**src/rtl/filtro_pkg.sv**
```systemverilog
// Shared definitions for the filter sample-rate scheduler: defaults and FSM state encoding.
package filtro_pkg;
  localparam int FS_DIV_DEF = 2000;
  localparam int DIV_W_DEF  = 16;
  localparam int TAPS_DEF   = 5;
  localparam int TAP_W_DEF  = 3;
  localparam int ADC_TO_DEF = 255;

  typedef enum logic [2:0] {
    ST_IDLE,
    ST_ADC_REQ,
    ST_ADC_WAIT,
    ST_SHIFT,
    ST_MAC,
    ST_LOAD,
    ST_DAC
  } estado_t;
endpackage

```
**src/rtl/divisor_muestreo.sv**
```systemverilog
// Sample-period counter: free-runs 0..FS_DIV-1 while enabled, tick on the last count.
module divisor_muestreo
  import filtro_pkg::*;
#(
  parameter int FS_DIV = FS_DIV_DEF,
  parameter int DIV_W  = DIV_W_DEF
) (
  input  logic clk,
  input  logic reset_n,
  input  logic enable,
  output logic tick
);
  localparam logic [DIV_W-1:0] CNT_LAST = DIV_W'(FS_DIV - 1);

  logic [DIV_W-1:0] cnt_q, cnt_d;

  // Dropping enable parks the count at 0 so a restart always yields a full period.
  always_comb begin
    tick  = enable && (cnt_q == CNT_LAST);
    cnt_d = '0;
    if (enable && !tick) cnt_d = cnt_q + DIV_W'(1);
  end

  always_ff @(posedge clk) begin
    if (!reset_n) cnt_q <= '0;
    else          cnt_q <= cnt_d;
  end
endmodule

```
**src/rtl/secuenciador_filtro.sv**
```systemverilog
// Per-sample scheduler: ADC request/wait, delay-line shift, MAC tap sweep, output load, DAC handshake.
module secuenciador_filtro
  import filtro_pkg::*;
#(
  parameter int FS_DIV = FS_DIV_DEF,
  parameter int DIV_W  = DIV_W_DEF,
  parameter int TAPS   = TAPS_DEF,
  parameter int TAP_W  = TAP_W_DEF,
  parameter int ADC_TO = ADC_TO_DEF
) (
  input  logic             clk,
  input  logic             reset_n,
  input  logic             enable,
  output logic             adc_start,
  input  logic             adc_done,
  output logic             shift,
  output logic [TAP_W-1:0] tap_sel,
  output logic             acc_clr,
  output logic             acc_en,
  output logic             y_load,
  output logic             dac_req,
  input  logic             dac_ack,
  output logic             busy,
  output logic             overrun,
  output logic             adc_timeout
);
  localparam int               WAIT_W    = $clog2(ADC_TO + 1);
  localparam logic [WAIT_W-1:0] WAIT_LAST = WAIT_W'(ADC_TO - 1);
  localparam logic [TAP_W-1:0]  TAP_LAST  = TAP_W'(TAPS - 1);

  logic tick;

  estado_t           state_q, state_d;
  logic [WAIT_W-1:0] wait_q, wait_d;
  logic [TAP_W-1:0]  tap_q, tap_d;
  logic              overrun_q, overrun_d;
  logic              adc_timeout_q, adc_timeout_d;
  logic              adc_start_q, adc_start_d;
  logic              shift_q, shift_d;
  logic              acc_en_q, acc_en_d;
  logic              y_load_q, y_load_d;
  logic              dac_req_q, dac_req_d;
  logic              busy_q, busy_d;

  divisor_muestreo #(
    .FS_DIV (FS_DIV),
    .DIV_W  (DIV_W)
  ) u_divisor (
    .clk     (clk),
    .reset_n (reset_n),
    .enable  (enable),
    .tick    (tick)
  );

  always_comb begin
    state_d       = state_q;
    wait_d        = '0;
    tap_d         = '0;
    adc_timeout_d = adc_timeout_q;
    // A tick that finds the scheduler busy is lost, only flagged.
    overrun_d     = overrun_q | (tick && (state_q != ST_IDLE));
    case (state_q)
      ST_IDLE:     if (tick) state_d = ST_ADC_REQ;
      ST_ADC_REQ:  state_d = ST_ADC_WAIT;
      ST_ADC_WAIT: begin
        if (adc_done) begin
          state_d = ST_SHIFT;
        end else if (wait_q == WAIT_LAST) begin
          state_d       = ST_IDLE;
          adc_timeout_d = 1'b1;
        end else begin
          wait_d = wait_q + WAIT_W'(1);
        end
      end
      ST_SHIFT:    state_d = ST_MAC;
      ST_MAC: begin
        if (tap_q == TAP_LAST) state_d = ST_LOAD;
        else                   tap_d   = tap_q + TAP_W'(1);
      end
      ST_LOAD:     state_d = ST_DAC;
      ST_DAC:      if (dac_ack) state_d = ST_IDLE;
      default:     state_d = ST_IDLE;
    endcase

    // Strobes are decoded from the next state so they are flops aligned with the state.
    adc_start_d = (state_d == ST_ADC_REQ);
    shift_d     = (state_d == ST_SHIFT);
    acc_en_d    = (state_d == ST_MAC);
    y_load_d    = (state_d == ST_LOAD);
    dac_req_d   = (state_d == ST_DAC);
    busy_d      = (state_d != ST_IDLE);
  end

  always_ff @(posedge clk) begin
    if (!reset_n) begin
      state_q       <= ST_IDLE;
      wait_q        <= '0;
      tap_q         <= '0;
      overrun_q     <= 1'b0;
      adc_timeout_q <= 1'b0;
      adc_start_q   <= 1'b0;
      shift_q       <= 1'b0;
      acc_en_q      <= 1'b0;
      y_load_q      <= 1'b0;
      dac_req_q     <= 1'b0;
      busy_q        <= 1'b0;
    end else begin
      state_q       <= state_d;
      wait_q        <= wait_d;
      tap_q         <= tap_d;
      overrun_q     <= overrun_d;
      adc_timeout_q <= adc_timeout_d;
      adc_start_q   <= adc_start_d;
      shift_q       <= shift_d;
      acc_en_q      <= acc_en_d;
      y_load_q      <= y_load_d;
      dac_req_q     <= dac_req_d;
      busy_q        <= busy_d;
    end
  end

  assign adc_start   = adc_start_q;
  assign shift       = shift_q;
  assign acc_clr     = shift_q;
  assign tap_sel     = tap_q;
  assign acc_en      = acc_en_q;
  assign y_load      = y_load_q;
  assign dac_req     = dac_req_q;
  assign busy        = busy_q;
  assign overrun     = overrun_q;
  assign adc_timeout = adc_timeout_q;
endmodule

```
**config.mk**
```make
export PLATFORM = sky130hd
export DESIGN_NAME = secuenciador_filtro
export DESIGN_NICKNAME = d
export VERILOG_FILES = /design/src/rtl/filtro_pkg.sv /design/src/rtl/divisor_muestreo.sv /design/src/rtl/secuenciador_filtro.sv
export SDC_FILE = /design/constraint.sdc
export NUM_CORES = 1
export LEC_CHECK = 0
export BUFFER_PORTS_ARGS = -buffer_cell sky130_fd_sc_hd__buf_2
export CAP_MARGIN = 25
export CELL_PAD_IN_SITES_DETAIL_PLACEMENT = 0
export CELL_PAD_IN_SITES_GLOBAL_PLACEMENT = 1
export CORE_MARGIN = 4
export CORE_UTILIZATION = 39
export CTS_CLUSTER_SIZE = 10
export DETAILED_ROUTE_END_ITERATION = 10
export HOLD_SLACK_MARGIN = 0.05
export PLACE_DENSITY_LB_ADDON = 0.1
export SLEW_MARGIN = 20
export SYNTH_ARGS = -nofsm -noshare
export SYNTH_HDL_FRONTEND = slang
export SYNTH_SLANG_ARGS = --single-unit
export TNS_END_PERCENT = 100
```
**constraint.sdc**
```tcl
create_clock -name clk -period 2 [get_ports clk]
set_clock_uncertainty 0.15 [all_clocks]
set_input_delay 0.1 -clock clk [delete_from_list [all_inputs] [get_ports clk]]
set_output_delay 0.1 -clock clk [all_outputs]
set_load 0.01 [all_outputs]
```
# ---- Word level (Yosys, flattened, before mapping)
# Index checks and enable logic that the tools add are counted.
dict set report totals {
  regBits 38
  inputBits 5
  output_inout_bits 12
  word_cells 51
}
dict set report op_classes {
  add_sub_neg 3
  n_eq_ne 14
  n_mux 6
  bitwise_logic 5
  reduce_logical 11
}
# cell count
set op_table {}
lappend op_table {{$eq 3x3->1 const B} 7}
lappend op_table {{$pmux 3 s7} 1}
lappend op_table {{$add 16x1->16 const B} 1}
lappend op_table {{$eq 16x11->1 const B} 1}
lappend op_table {{$mux 3} 5}
lappend op_table {{$eq 3x2->1 const B} 3}
lappend op_table {{$add 8x1->8 const B} 1}
lappend op_table {{$eq 8x8->1 const B} 1}
lappend op_table {{$eq 3x1->1 const B} 2}
lappend op_table {{$reduce_bool 3->1} 2}
lappend op_table {{$not 1->1} 4}
lappend op_table {{$reduce_or 4->1} 1}
lappend op_table {{$add 3x1->3 const B} 1}
lappend op_table {{$logic_and 1x1->1} 3}
lappend op_table {{$logic_not 3->1} 1}
lappend op_table {{$reduce_and 3->1} 1}
lappend op_table {{$reduce_or 3->1} 1}
lappend op_table {{$reduce_and 2->1} 1}
lappend op_table {{$logic_not 1->1} 1}
lappend op_table {{$or 1x1->1} 1}

# ---- Logic depth before layout (Yosys ltp)
# Gate-level depths: netlist of the first run.
dict set report depth {
  word_depth 5
  depth_mapped 6
  mapped_depth_nobuf 6
}

# ---- Hierarchy
# A second synthesis of the first run with hierarchy kept.
dict set report hier_totals {
  hier_cells 185
  area_unflattened_um2 1687.9
}
# module n_inst cells_per_inst area_each_um2 seq_area_each_um2
set modules_own_cells {}
lappend modules_own_cells {secuenciador_filtro 1 103 970.9 440.4}
lappend modules_own_cells {divisor_muestreo 1 82 716.9 320.3}

# ---- Worst setup path before layout of the first run
# OpenSTA, ideal clock, no wires.
dict set report synth_timing {
  kind {register to register}
  from {reg u_divisor.cnt_q[0]}
  to {reg u_divisor.cnt_q[15]}
  setup_ns 0.115
  arrival_ns 1.586
  t_required_ns 1.735
  slack_ns 0.149
  stages_incl_launch_ff 7
  synth_period_minus_slack_ns 1.851
  cell_sequence {dfxtp_1 > ha_1 > nand3_1 > or3_4 > o211ai_4 > buf_6 > nor2_1}
}
dict set report synth_via {
  elab_chain_cells 5
  elab_cells_between_ends 6
}
# item line
set synth_lines {}
lappend synth_lines {{start, declared} divisor_muestreo.sv:15} ;# logic [DIV_W-1:0] cnt_q, cnt_d;
lappend synth_lines {{start signal, assigned} divisor_muestreo.sv:26} ;# else cnt_q <= cnt_d;
lappend synth_lines {{parallel branches: the longest is 5 deep, another holds $add 16x1->16} -}
# Parallel ways; which one is timed is not known.
# A chain may end at the register's enable or synchronous reset.

# ---- Worst setup path after layout of the first run
dict set report layout_timing {
  from {reg u_divisor.cnt_q[13]}
  to {reg u_divisor.cnt_q[10]}
}
dict set report layout_via {
  elab_chain_cells 5
}
# item line
set layout_lines {}
lappend layout_lines {{$eq 16x11->1} divisor_muestreo.sv:19} ;# tick = enable && (cnt_q == CNT_LAST);
lappend layout_lines {{$logic_and 1x1->1} divisor_muestreo.sv:19}
lappend layout_lines {{$logic_not 1->1} divisor_muestreo.sv:21} ;# if (enable && !tick) cnt_d = cnt_q + DIV_W'(1);
lappend layout_lines {{$logic_and 1x1->1} divisor_muestreo.sv:21}
lappend layout_lines {{$reduce_and 2->1 (no source line)} -}
# No other way between the ends.

==> impl_metrics.yaml, run 1 <==
pwr:
  pwr-share-seq: 0.570
  powerDensity_mw_per_mm2: 684
  leakagePower_nw: 0.722
  netSwitchingPower_mw: 0.282
  p_sw_frac: 0.211
  p_int_mw: 1.05
  ir_drop_mv: 0.281
  power.share.combinational: 0.025
  clock_power_share: 0.406
global_routing:
  pin_count_of_the_biggest_net_entering_global_routing: 17
  met1_usage: 0.159
  global_route_wire_length_before_repair_microns: 5170
  gr_layer_usage_met3: 0.0451
  grt_pass1_vias: 1172
  grt_antenna_before_repair: 0
  global_route.usage.met2: 0.188
  gr-usage-all-layers: 0.124
  grt-ovfl-total: 0
  grt_most_used_layer: "met2"
cells_and_area:
  drive_above_1_share: 0.152
  antenna_cells: 0
  stdcell_area_sq_mm: 0.00195
  mostFrequentLayoutCell: "sky130_fd_sc_hd__dfxtp_1"
  layout_common_cells: "sky130_fd_sc_hd__dfxtp_1, sky130_fd_sc_hd__nor2_1, sky130_fd_sc_hd__buf_2"
  area_growth_syn_to_layout_pct: 17.0
  layout.cells.non_filler: 260
  finish.net_count: 219
  utilization: 0.481
floorplanning:
  die_width_microns: 73.4
  chipHeight_microns: 73.4
  placeableCoreArea_sq_mm: 0.00406
  start_util: 0.411
  design.die.area_sq_mm: 0.00539
  num_io_pins: 17
  placement_rows: 23
sta:
  maxSlewViolCount: 0
  final_period_minus_worst_setup_slack_ns: 1.85
  rsz_0062_raised_after_global_routing: "no"
  max_clock_freq_mhz: 541
  hold_violations: 0
  slew_headroom: 0.653
  final-setup-viol-count: 0
  tightest_pin_transition_ns: 0.516
  setup_tns_ns: 0
  layout_worst_path_cycle_share: 0.924
  postLayoutSetupSlackWorst_ns: 0.151
min_path:
  hold_path_class: "flop to flop"
worst_setup_path:
  cp_top_family: "simple AND/OR/NAND/NOR gates"
  path_cells: "or3_1, or3_4, o211ai_4, buf_12, nor2_1"
  critPathCaptureType: "flop"
  bufs_and_invs_on_worst_path: 1
  type_of_the_worst_setup_path: "flop to flop"
  worst_path_largest_cell_delay_ns: 0.43
  timing.critical_path.slowest_stage_cell: "sky130_fd_sc_hd__or3_4"
  crit_path_max_fanout: 16
  reg2reg_setup_slack_ns: 0.15
  worst_setup_path_start_kind: "flop"
  crit_arrival_ns: 1.88
  cp_data_required_time_ns: 2.03
yosys:
  synthDistinctLibCells: 35
  synth_net_count: 194
  yosys_warnings: 0
  post-synth-top-area-fraction: 0.456
  post_synth_main_area_contributors: "sky130_fd_sc_hd__dfxtp_1, sky130_fd_sc_hd__xnor2_1, sky130_fd_sc_hd__nor2_1"
  synth.yosys.seq_area_share: 0.456
  ys_ff_latch: 38
  synth_area_leader_cell: "sky130_fd_sc_hd__dfxtp_1"
  post_synth_instance_area_sq_mm: 0.00167
  postSynthAreaPerCell_sq_um: 9.06
  synth_cells: 184
routing:
  vias_per_cell: 5.07
  detail_route.wl_per_cell_microns: 11.9
  remaining_drc_errors: 0
  totalWireLength_microns: 3100
  drt-initial-drc-count: 47
  postRouteAntennaNets: 0
  dr_total_vias: 1317
  drt_pre_antenna_iters: 4
clock_tree:
  cts-root-buf: "sky130_fd_sc_hd__clkbuf_8"
  ctsLongestPathBuffers: 2
  clk_latency_ns: 0.29
  htree_num_levels: 2
  tritoncts: "built"
  clk_transition_reported_paths_ns: 0.06
  cts.sinks: 38
  post_cts.repair.setup_buffers: 0
  cts_inserted_buffers: 5
outcome:
  result_of_the_run: "completed"
place:
  dp_worst_setup_slack_ns: 0.155
  postPlaceCellArea_sq_mm: 0.00182
  dp.cells: 248
  place.detailed.hpwl_microns: 2290
  gpl.final_weighted_congestion: 0.721
  port-buffer-count: 16
flow_run:
  maxCapViolCount: 0
## per-stage QoR
step | total power [mW] | hold slack [ns]
2_1_floorplan | 0.791 | 0.123
3_3_place_gp | 0.804 | 0.269
3_5_place_dp | 0.805 | 0.266
4_1_cts | 1.35 | 0.312
5_1_grt | 1.38 | 0.349
6_report | 1.33 | 0.306
## area by class of cell
| type | count | area (sq um) |
|---|---|---|
| clock buffers | 7 | 86.3 |
| clock inverters | 1 | 5.00 |
| fillers | 406 | 2110 |
| inverters | 8 | 30.0 |
| multi-input cells | 132 | 843 |
| flip-flops and latches | 38 | 761 |
| well taps | 50 | 62.6 |
| repair buffers | 24 | 163 |
## state kept, by name (all words and copies together) (netlist names)
signal and cells:
adc_timeout 1, acc_clr 1, busy 1, dac_req 1, state_q 3, overrun 1, wait_q 8, adc_start 1
tap_sel 3, acc_en 1, u_divisor.cnt_q 16, y_load 1
## power by group through the flow
stage	clock (mW)	combinational [mW]	sequential (mW)
after detailed placement	0	0.0272	0.777
after CTS	0.561	0.0334	0.759
after floorplan	0	0.0140	0.777
after global routing	0.587	0.0364	0.760
after global placement	0	0.0268	0.777
final	0.541	0.0330	0.760
## final timing paths
kind / from / end / depth (start not counted)
max reg2reg: u_divisor.cnt_q[13] / u_divisor.cnt_q[10] / 5
max: u_divisor.cnt_q[13] / u_divisor.cnt_q[10] / 5
min: u_divisor.cnt_q[0] / u_divisor.cnt_q[0] / 1
min reg2reg: u_divisor.cnt_q[0] / u_divisor.cnt_q[0] / 1
## cells in the mapped netlist
master                      number
sky130_fd_sc_hd__a21oi_1         2
sky130_fd_sc_hd__buf_4           1
sky130_fd_sc_hd__nand4_1         5
sky130_fd_sc_hd__nand3b_1        1
sky130_fd_sc_hd__a211oi_1        1
sky130_fd_sc_hd__and4_1          1
sky130_fd_sc_hd__nor2_1         33
sky130_fd_sc_hd__mux2_2          1
sky130_fd_sc_hd__a21bo_2         1
sky130_fd_sc_hd__nand4b_1        2
sky130_fd_sc_hd__inv_1           8
sky130_fd_sc_hd__or3_4           1
sky130_fd_sc_hd__or3_1           1
sky130_fd_sc_hd__nor3b_1         1
sky130_fd_sc_hd__nor4_1          4
sky130_fd_sc_hd__xnor2_1        15
sky130_fd_sc_hd__o21a_1          4
sky130_fd_sc_hd__and3_1          5
sky130_fd_sc_hd__nor4bb_1        1
sky130_fd_sc_hd__dfxtp_1        38
sky130_fd_sc_hd__o211ai_1        1
sky130_fd_sc_hd__a41oi_1         1
sky130_fd_sc_hd__xor2_1          6
sky130_fd_sc_hd__mux2i_1         2
sky130_fd_sc_hd__clkbuf_1        4
sky130_fd_sc_hd__nand3_1        11
sky130_fd_sc_hd__nor4b_1         1
sky130_fd_sc_hd__and2_1          2
sky130_fd_sc_hd__o211ai_4        1
sky130_fd_sc_hd__nand2_1        13
sky130_fd_sc_hd__ha_1            5
sky130_fd_sc_hd__a41o_1          1
sky130_fd_sc_hd__nor3_1          8
sky130_fd_sc_hd__a2111oi_2       1
sky130_fd_sc_hd__buf_6           1
## per-layer routing
layer,share of wire,vias up
met5,0,-
met4,0.020,0
met3,0.056,6
met2,0.43,24
met1,0.50,609
li1,-,678
## logic make-up (layout without fill, tap and decap cells)
group | count (synthesis) | after routing | synth area share
multiplexers | 3 | 3 | 0.0188
AND/OR/NAND/NOR | 90 | 90 | 0.267
buffers and inverters | 14 | 40 | 0.0383
XOR/XNOR | 21 | 21 | 0.110
flip-flops | 38 | 38 | 0.456
AO/OA/AOI/OAI | 13 | 13 | 0.0720
adder cells (fa/ha/maj) | 5 | 5 | 0.0375
## worst register-to-register path, delay by kind of cell, from the launching register on
family / cells / cell delay (ns)
AO/OA/AOI/OAI: 1 / 0.21
buffers and inverters: 1 / 0.17
flip-flops: 1 / 0.34
AND/OR/NAND/NOR: 3 / 0.87
## what timing repair did
action	CTS	global route
endpoints found under the hold margin	8	0
gates resized for setup	0	0
hold buffers	4	0
setup endpoints to repair	0	0
No activity file was read; power rests on OpenSTA's default activity.
==> run 2: changes to the inputs <==
--- a/config.mk
+++ b/config.mk
@@ -9,8 +9,8 @@
 export CAP_MARGIN = 25
 export CELL_PAD_IN_SITES_DETAIL_PLACEMENT = 0
 export CELL_PAD_IN_SITES_GLOBAL_PLACEMENT = 1
-export CORE_MARGIN = 4
-export CORE_UTILIZATION = 39
+export CORE_MARGIN = 10
+export CORE_UTILIZATION = 44
 export CTS_CLUSTER_SIZE = 10
 export DETAILED_ROUTE_END_ITERATION = 10
 export HOLD_SLACK_MARGIN = 0.05
==> constraint.sdc (replaced) <==
create_clock -name clk -period 1.9 [get_ports clk]
set_clock_uncertainty 0.15 [all_clocks]
set_input_delay 0.095 -clock clk [delete_from_list [all_inputs] [get_ports clk]]
set_output_delay 0.095 -clock clk [all_outputs]
set_load 0.01 [all_outputs]
==> run 2 against run 1 <==
- total power rose by 26%
- combinational power increased by 25%
- register-to-register slack worse by 0.06 ns
- clock-buffer cell count is 1 lower
- critical path depth unchanged
- critical endpoint is now u_divisor.cnt_q[9]
==> impl_metrics.yaml, run 2 (same netlist as run 1, synthesis figures left out) <==
sta:
  hold_violations: 0
  tightest_pin_transition_ns: 0.543
  final-setup-viol-count: 0
  layout_worst_path_cycle_share: 0.952
  rsz_0062_raised_after_global_routing: "yes"
  final_period_minus_worst_setup_slack_ns: 1.81
  postLayoutSetupSlackWorst_ns: 0.0918
  slew_headroom: 0.636
  max_clock_freq_mhz: 553
  maxSlewViolCount: 0
worst_setup_path:
  crit_arrival_ns: 1.84
  type_of_the_worst_setup_path: "flop to flop"
  crit_path_max_fanout: 8
  worst_setup_path_start_kind: "flop"
  critPathCaptureType: "flop"
  cp_data_required_time_ns: 1.93
clock_tree:
  cts.sinks: 38
  clk_transition_reported_paths_ns: 0.08
  cts-root-buf: "sky130_fd_sc_hd__clkbuf_8"
  clk_latency_ns: 0.29
  ctsLongestPathBuffers: 2
  htree_num_levels: 2
  cts_inserted_buffers: 5
  tritoncts: "built"
pwr:
  pwr-share-seq: 0.475
  p_int_mw: 1.38
  ir_drop_mv: 0.408
  powerDensity_mw_per_mm2: 813
  leakagePower_nw: 0.770
  power.share.combinational: 0.025
  p_sw_frac: 0.181
  clock_power_share: 0.501
  netSwitchingPower_mw: 0.306
  design_power_total_mw: 1.69
routing:
  detail_route.wl_per_cell_microns: 12.8
  totalWireLength_microns: 3350
  drt-initial-drc-count: 48
  remaining_drc_errors: 0
  drt_pre_antenna_iters: 4
  postRouteAntennaNets: 0
  vias_per_cell: 5.15
  dr_total_vias: 1345
place:
  gpl.final_weighted_congestion: 0.766
  dp_worst_setup_slack_ns: 0.0327
  place.detailed.hpwl_microns: 2360
  postPlaceCellArea_sq_mm: 0.00183
  port-buffer-count: 16
  dp.cells: 248
floorplanning:
  placement_rows: 22
  design.die.area_sq_mm: 0.00665
  start_util: 0.456
  chipHeight_microns: 81.6
  die_width_microns: 81.6
  placeableCoreArea_sq_mm: 0.00366
  num_io_pins: 17
cells_and_area:
  finish.net_count: 222
  layout.cells.non_filler: 261
  num-fill-cells: 325
  largest_register_by_flop_count: "u_divisor.cnt_q"
  layout_top_registers: "u_divisor.cnt_q: 16 flops, wait_q: 8 flops"
  drive_above_1_share: 0.197
  mostFrequentLayoutCell: "sky130_fd_sc_hd__dfxtp_1"
  antenna_cells: 0
  layout_common_cells: "sky130_fd_sc_hd__dfxtp_1, sky130_fd_sc_hd__nor2_1, sky130_fd_sc_hd__buf_2"
  utilization: 0.566
  largest_reg_flops: 16
  area_growth_syn_to_layout_pct: 24.3
  stdcell_area_sq_mm: 0.00207
global_routing:
  pin_count_of_the_biggest_net_entering_global_routing: 17
  gr-usage-all-layers: 0.110
  grt_antenna_before_repair: 0
  global_route_wire_length_before_repair_microns: 5810
  grt-ovfl-total: 0
  grt_pass1_vias: 1234
flow_run:
  maxCapViolCount: 0
min_path:
  hold_path_class: "flop to flop"
outcome:
  result_of_the_run: "completed"
-- run 2: critical path, cell delays in order, from the launching register on --
cell	delay (ns)
sky130_fd_sc_hd__dfxtp_1	0.32
sky130_fd_sc_hd__or3_1	0.39
sky130_fd_sc_hd__or3_4	0.37
sky130_fd_sc_hd__o211ai_4	0.23
sky130_fd_sc_hd__clkbuf_16	0.19
sky130_fd_sc_hd__nor2_1	0.04
-- run 2: stage by stage --
step                TNS (ns)  hold slack [ns]
floorplan                  0            0.118
global placement           0            0.256
detailed placement         0            0.254
CTS                        0            0.328
global route         -0.0223            0.335
finish                     0            0.317
-- run 2: path summary, 6_finish.rpt --
kind | start | to | slack (ns) | cells after the start
max | u_divisor.cnt_q[13] | u_divisor.cnt_q[9] | 0.09 | 5
min | u_divisor.cnt_q[0] | u_divisor.cnt_q[0] | 0.32 | 1
max reg2reg | u_divisor.cnt_q[13] | u_divisor.cnt_q[9] | 0.09 | 5
min reg2reg | u_divisor.cnt_q[0] | u_divisor.cnt_q[0] | 0.32 | 1
-- run 2: power groups by stage --
stage	logic, mW	clock network [mW]	registers, mW
after floorplan	0.0147	0	0.818
after global placement	0.0273	0	0.818
after detailed placement	0.0288	0	0.818
after CTS	0.0352	0.860	0.800
after global routing	0.0454	0.904	0.801
final	0.0413	0.843	0.800
-- run 2: layout make-up --
cell class,instances,area [sq um],area share
clock buffers,6,82.6,0.0398
well taps,48,60.1,0.0290
inverters,8,30.0,0.0145
clock inverters,2,60.1,0.0290
multi-input cells,132,872,0.421
flip-flops and latches,38,766,0.369
repair buffers,27,203,0.0978
-- run 2: repair_timing --
action	4_1_cts	5_1_grt
setup endpoints to repair	0	18
endpoints found under the hold margin	8	0
hold buffers	4	0
gates resized for setup	0	8
buffers inserted	0	0
-- run 2: layer usage --
layer	GRT usage	routed length [microns]	up-vias
li1	-	-	686
met1	0.133	1530	621
met2	0.175	1580	31
met3	0.0382	193	7
met4	0.0415	44	0
met5	0	0	-
==> run 3: changes to the inputs <==
--- a/config.mk
+++ b/config.mk
@@ -5,6 +5,7 @@
 export SDC_FILE = /design/constraint.sdc
 export NUM_CORES = 1
 export LEC_CHECK = 0
+export ABC_CLOCK_PERIOD_IN_PS = 1900
 export BUFFER_PORTS_ARGS = -buffer_cell sky130_fd_sc_hd__buf_2
 export CAP_MARGIN = 25
 export CELL_PAD_IN_SITES_DETAIL_PLACEMENT = 0
@@ -15,6 +16,8 @@
 export DETAILED_ROUTE_END_ITERATION = 10
 export HOLD_SLACK_MARGIN = 0.05
 export PLACE_DENSITY_LB_ADDON = 0.1
+export RECOVER_POWER = 25
+export SKIP_CTS_REPAIR_TIMING = 1
 export SLEW_MARGIN = 20
 export SYNTH_ARGS = -nofsm -noshare
 export SYNTH_HDL_FRONTEND = slang
==> run 3 against run 2 <==
- fmax barely moved
- total power fell by 0.19%
- critical path depth did not move
- utilization fell by 0.68 points
- largest cell class unchanged
- largest power group unchanged
==> impl_metrics.yaml, run 3 (same netlist as run 1, synthesis figures left out) <==
outcome:
  result_of_the_run: "completed"
pwr:
  pwr-share-seq: 0.476
  clock_power_share: 0.501
  ir_drop_mv: 0.407
  netSwitchingPower_mw: 0.304
  design_power_total_mw: 1.68
  p_sw_frac: 0.181
  power.share.combinational: 0.024
  powerDensity_mw_per_mm2: 821
  p_int_mw: 1.38
  leakagePower_nw: 0.713
routing:
  drt-initial-drc-count: 49
  vias_per_cell: 5.12
  remaining_drc_errors: 0
  detail_route.wl_per_cell_microns: 12.9
  met2_wirelength_microns: 1580
  postRouteAntennaNets: 0
  top_routing_layer_in_use: "met4"
  drt_pre_antenna_iters: 4
  totalWireLength_microns: 3360
  dr_total_vias: 1332
  routed_wl_met3_microns: 201
  met1_layer_wirelength_in_the_final_routing_microns: 1530
sta:
  postLayoutSetupSlackWorst_ns: 0.0935
  fin_hold_ws_ns: 0.0572
  layout_worst_path_cycle_share: 0.951
  tightest_pin_transition_ns: 0.539
  rsz_0062_raised_after_global_routing: "yes"
  setup_tns_ns: 0
  max_clock_freq_mhz: 554
  final-setup-viol-count: 0
  slew_headroom: 0.638
  maxSlewViolCount: 0
  final_period_minus_worst_setup_slack_ns: 1.81
  hold_violations: 0
cells_and_area:
  layout_top_registers: "u_divisor.cnt_q: 16 flops, wait_q: 8 flops"
  layout_common_cells: "sky130_fd_sc_hd__dfxtp_1, sky130_fd_sc_hd__nor2_1, sky130_fd_sc_hd__xnor2_1"
  num-fill-cells: 336
  stdcell_area_sq_mm: 0.00205
  largest_register_by_flop_count: "u_divisor.cnt_q"
  layout.cells.non_filler: 260
  largest_reg_flops: 16
  mostFrequentLayoutCell: "sky130_fd_sc_hd__dfxtp_1"
  utilization: 0.559
  antenna_cells: 0
  area_growth_syn_to_layout_pct: 22.8
  drive_above_1_share: 0.142
  finish.net_count: 221
global_routing:
  pin_count_of_the_biggest_net_entering_global_routing: 17
  grt-ovfl-total: 0
  grt_antenna_before_repair: 0
  gr-usage-all-layers: 0.108
  global_route_wire_length_before_repair_microns: 5730
  grt_pass1_vias: 1221
clock_tree:
  cts-root-buf: "sky130_fd_sc_hd__clkbuf_8"
  clk_latency_ns: 0.29
  ctsLongestPathBuffers: 2
  cts_inserted_buffers: 5
  clk_transition_reported_paths_ns: 0.08
  htree_num_levels: 2
  cts.sinks: 38
  tritoncts: "built"
min_path:
  min-delay-start: "enable"
  hold_path_class: "input port to flop"
floorplanning:
  design.die.area_sq_mm: 0.00665
  start_util: 0.456
  placement_rows: 22
  chipHeight_microns: 81.6
  die_width_microns: 81.6
  num_io_pins: 17
  placeableCoreArea_sq_mm: 0.00366
worst_setup_path:
  crit_path_max_fanout: 8
  worst_setup_path_start_kind: "flop"
  critPathCaptureType: "flop"
  type_of_the_worst_setup_path: "flop to flop"
  critical_path.startpoint: "u_divisor.cnt_q[13]"
  cp_data_required_time_ns: 1.93
  crit_arrival_ns: 1.84
  worstReg2RegStart: "u_divisor.cnt_q[13]"
place:
  dp.cells: 248
  port-buffer-count: 16
  place.detailed.hpwl_microns: 2360
  gpl.final_weighted_congestion: 0.766
  postPlaceCellArea_sq_mm: 0.00183
  dp_worst_setup_slack_ns: 0.0327
flow_run:
  maxCapViolCount: 0
==> run 3: changes by cell type in the layout (fill, tap and decap cells not counted) <==
cell,change
sky130_fd_sc_hd__buf_2,-12
sky130_fd_sc_hd__clkbuf_1,+12
sky130_fd_sc_hd__dlygate4sd3_1,-1
==> run 3: final timing paths <==
path	end	slack [ns]	cells past startpoint
min	acc_clr	0.06	3
max	u_divisor.cnt_q[9]	0.09	5
min reg2reg	u_divisor.cnt_q[0]	0.32	1
max reg2reg	u_divisor.cnt_q[9]	0.09	5
==> run 3: area by class of cell <==
cell class	instances	area, sq um	share of cell area
Clock buffer	6	82.6	0.0403
Timing Repair Buffer	26	178	0.0867
Sequential cell	38	766	0.374
Tap cell	48	60.1	0.0293
Inverter	8	30.0	0.0147
Clock inverter	2	60.1	0.0293
Multi-Input combinational cell	132	872	0.426
==> run 3: routing by layer <==
metal / track usage / vias to the layer above
li1: - / 684
met2: 0.174 / 24
met4: 0.0415 / 0
met1: 0.129 / 617
met3: 0.0393 / 7
met5: 0 / -
==> run 3: power groups by stage <==
stage	Sequential [mW]	Combinational [mW]	Clock, mW
6_report	0.800	0.0398	0.842
5_1_grt	0.801	0.0437	0.904
4_1_cts	0.800	0.0289	0.860
3_5_place_dp	0.818	0.0288	0
3_3_place_gp	0.818	0.0273	0
2_1_floorplan	0.818	0.0147	0
==> run 3: critical path, stage by stage (launching register included) <==
cell and delay, ns:
sky130_fd_sc_hd__dfxtp_1 0.32, sky130_fd_sc_hd__or3_1 0.39, sky130_fd_sc_hd__or3_4 0.37, sky130_fd_sc_hd__o211ai_4 0.23, sky130_fd_sc_hd__clkbuf_16 0.19, sky130_fd_sc_hd__nor2_1 0.04
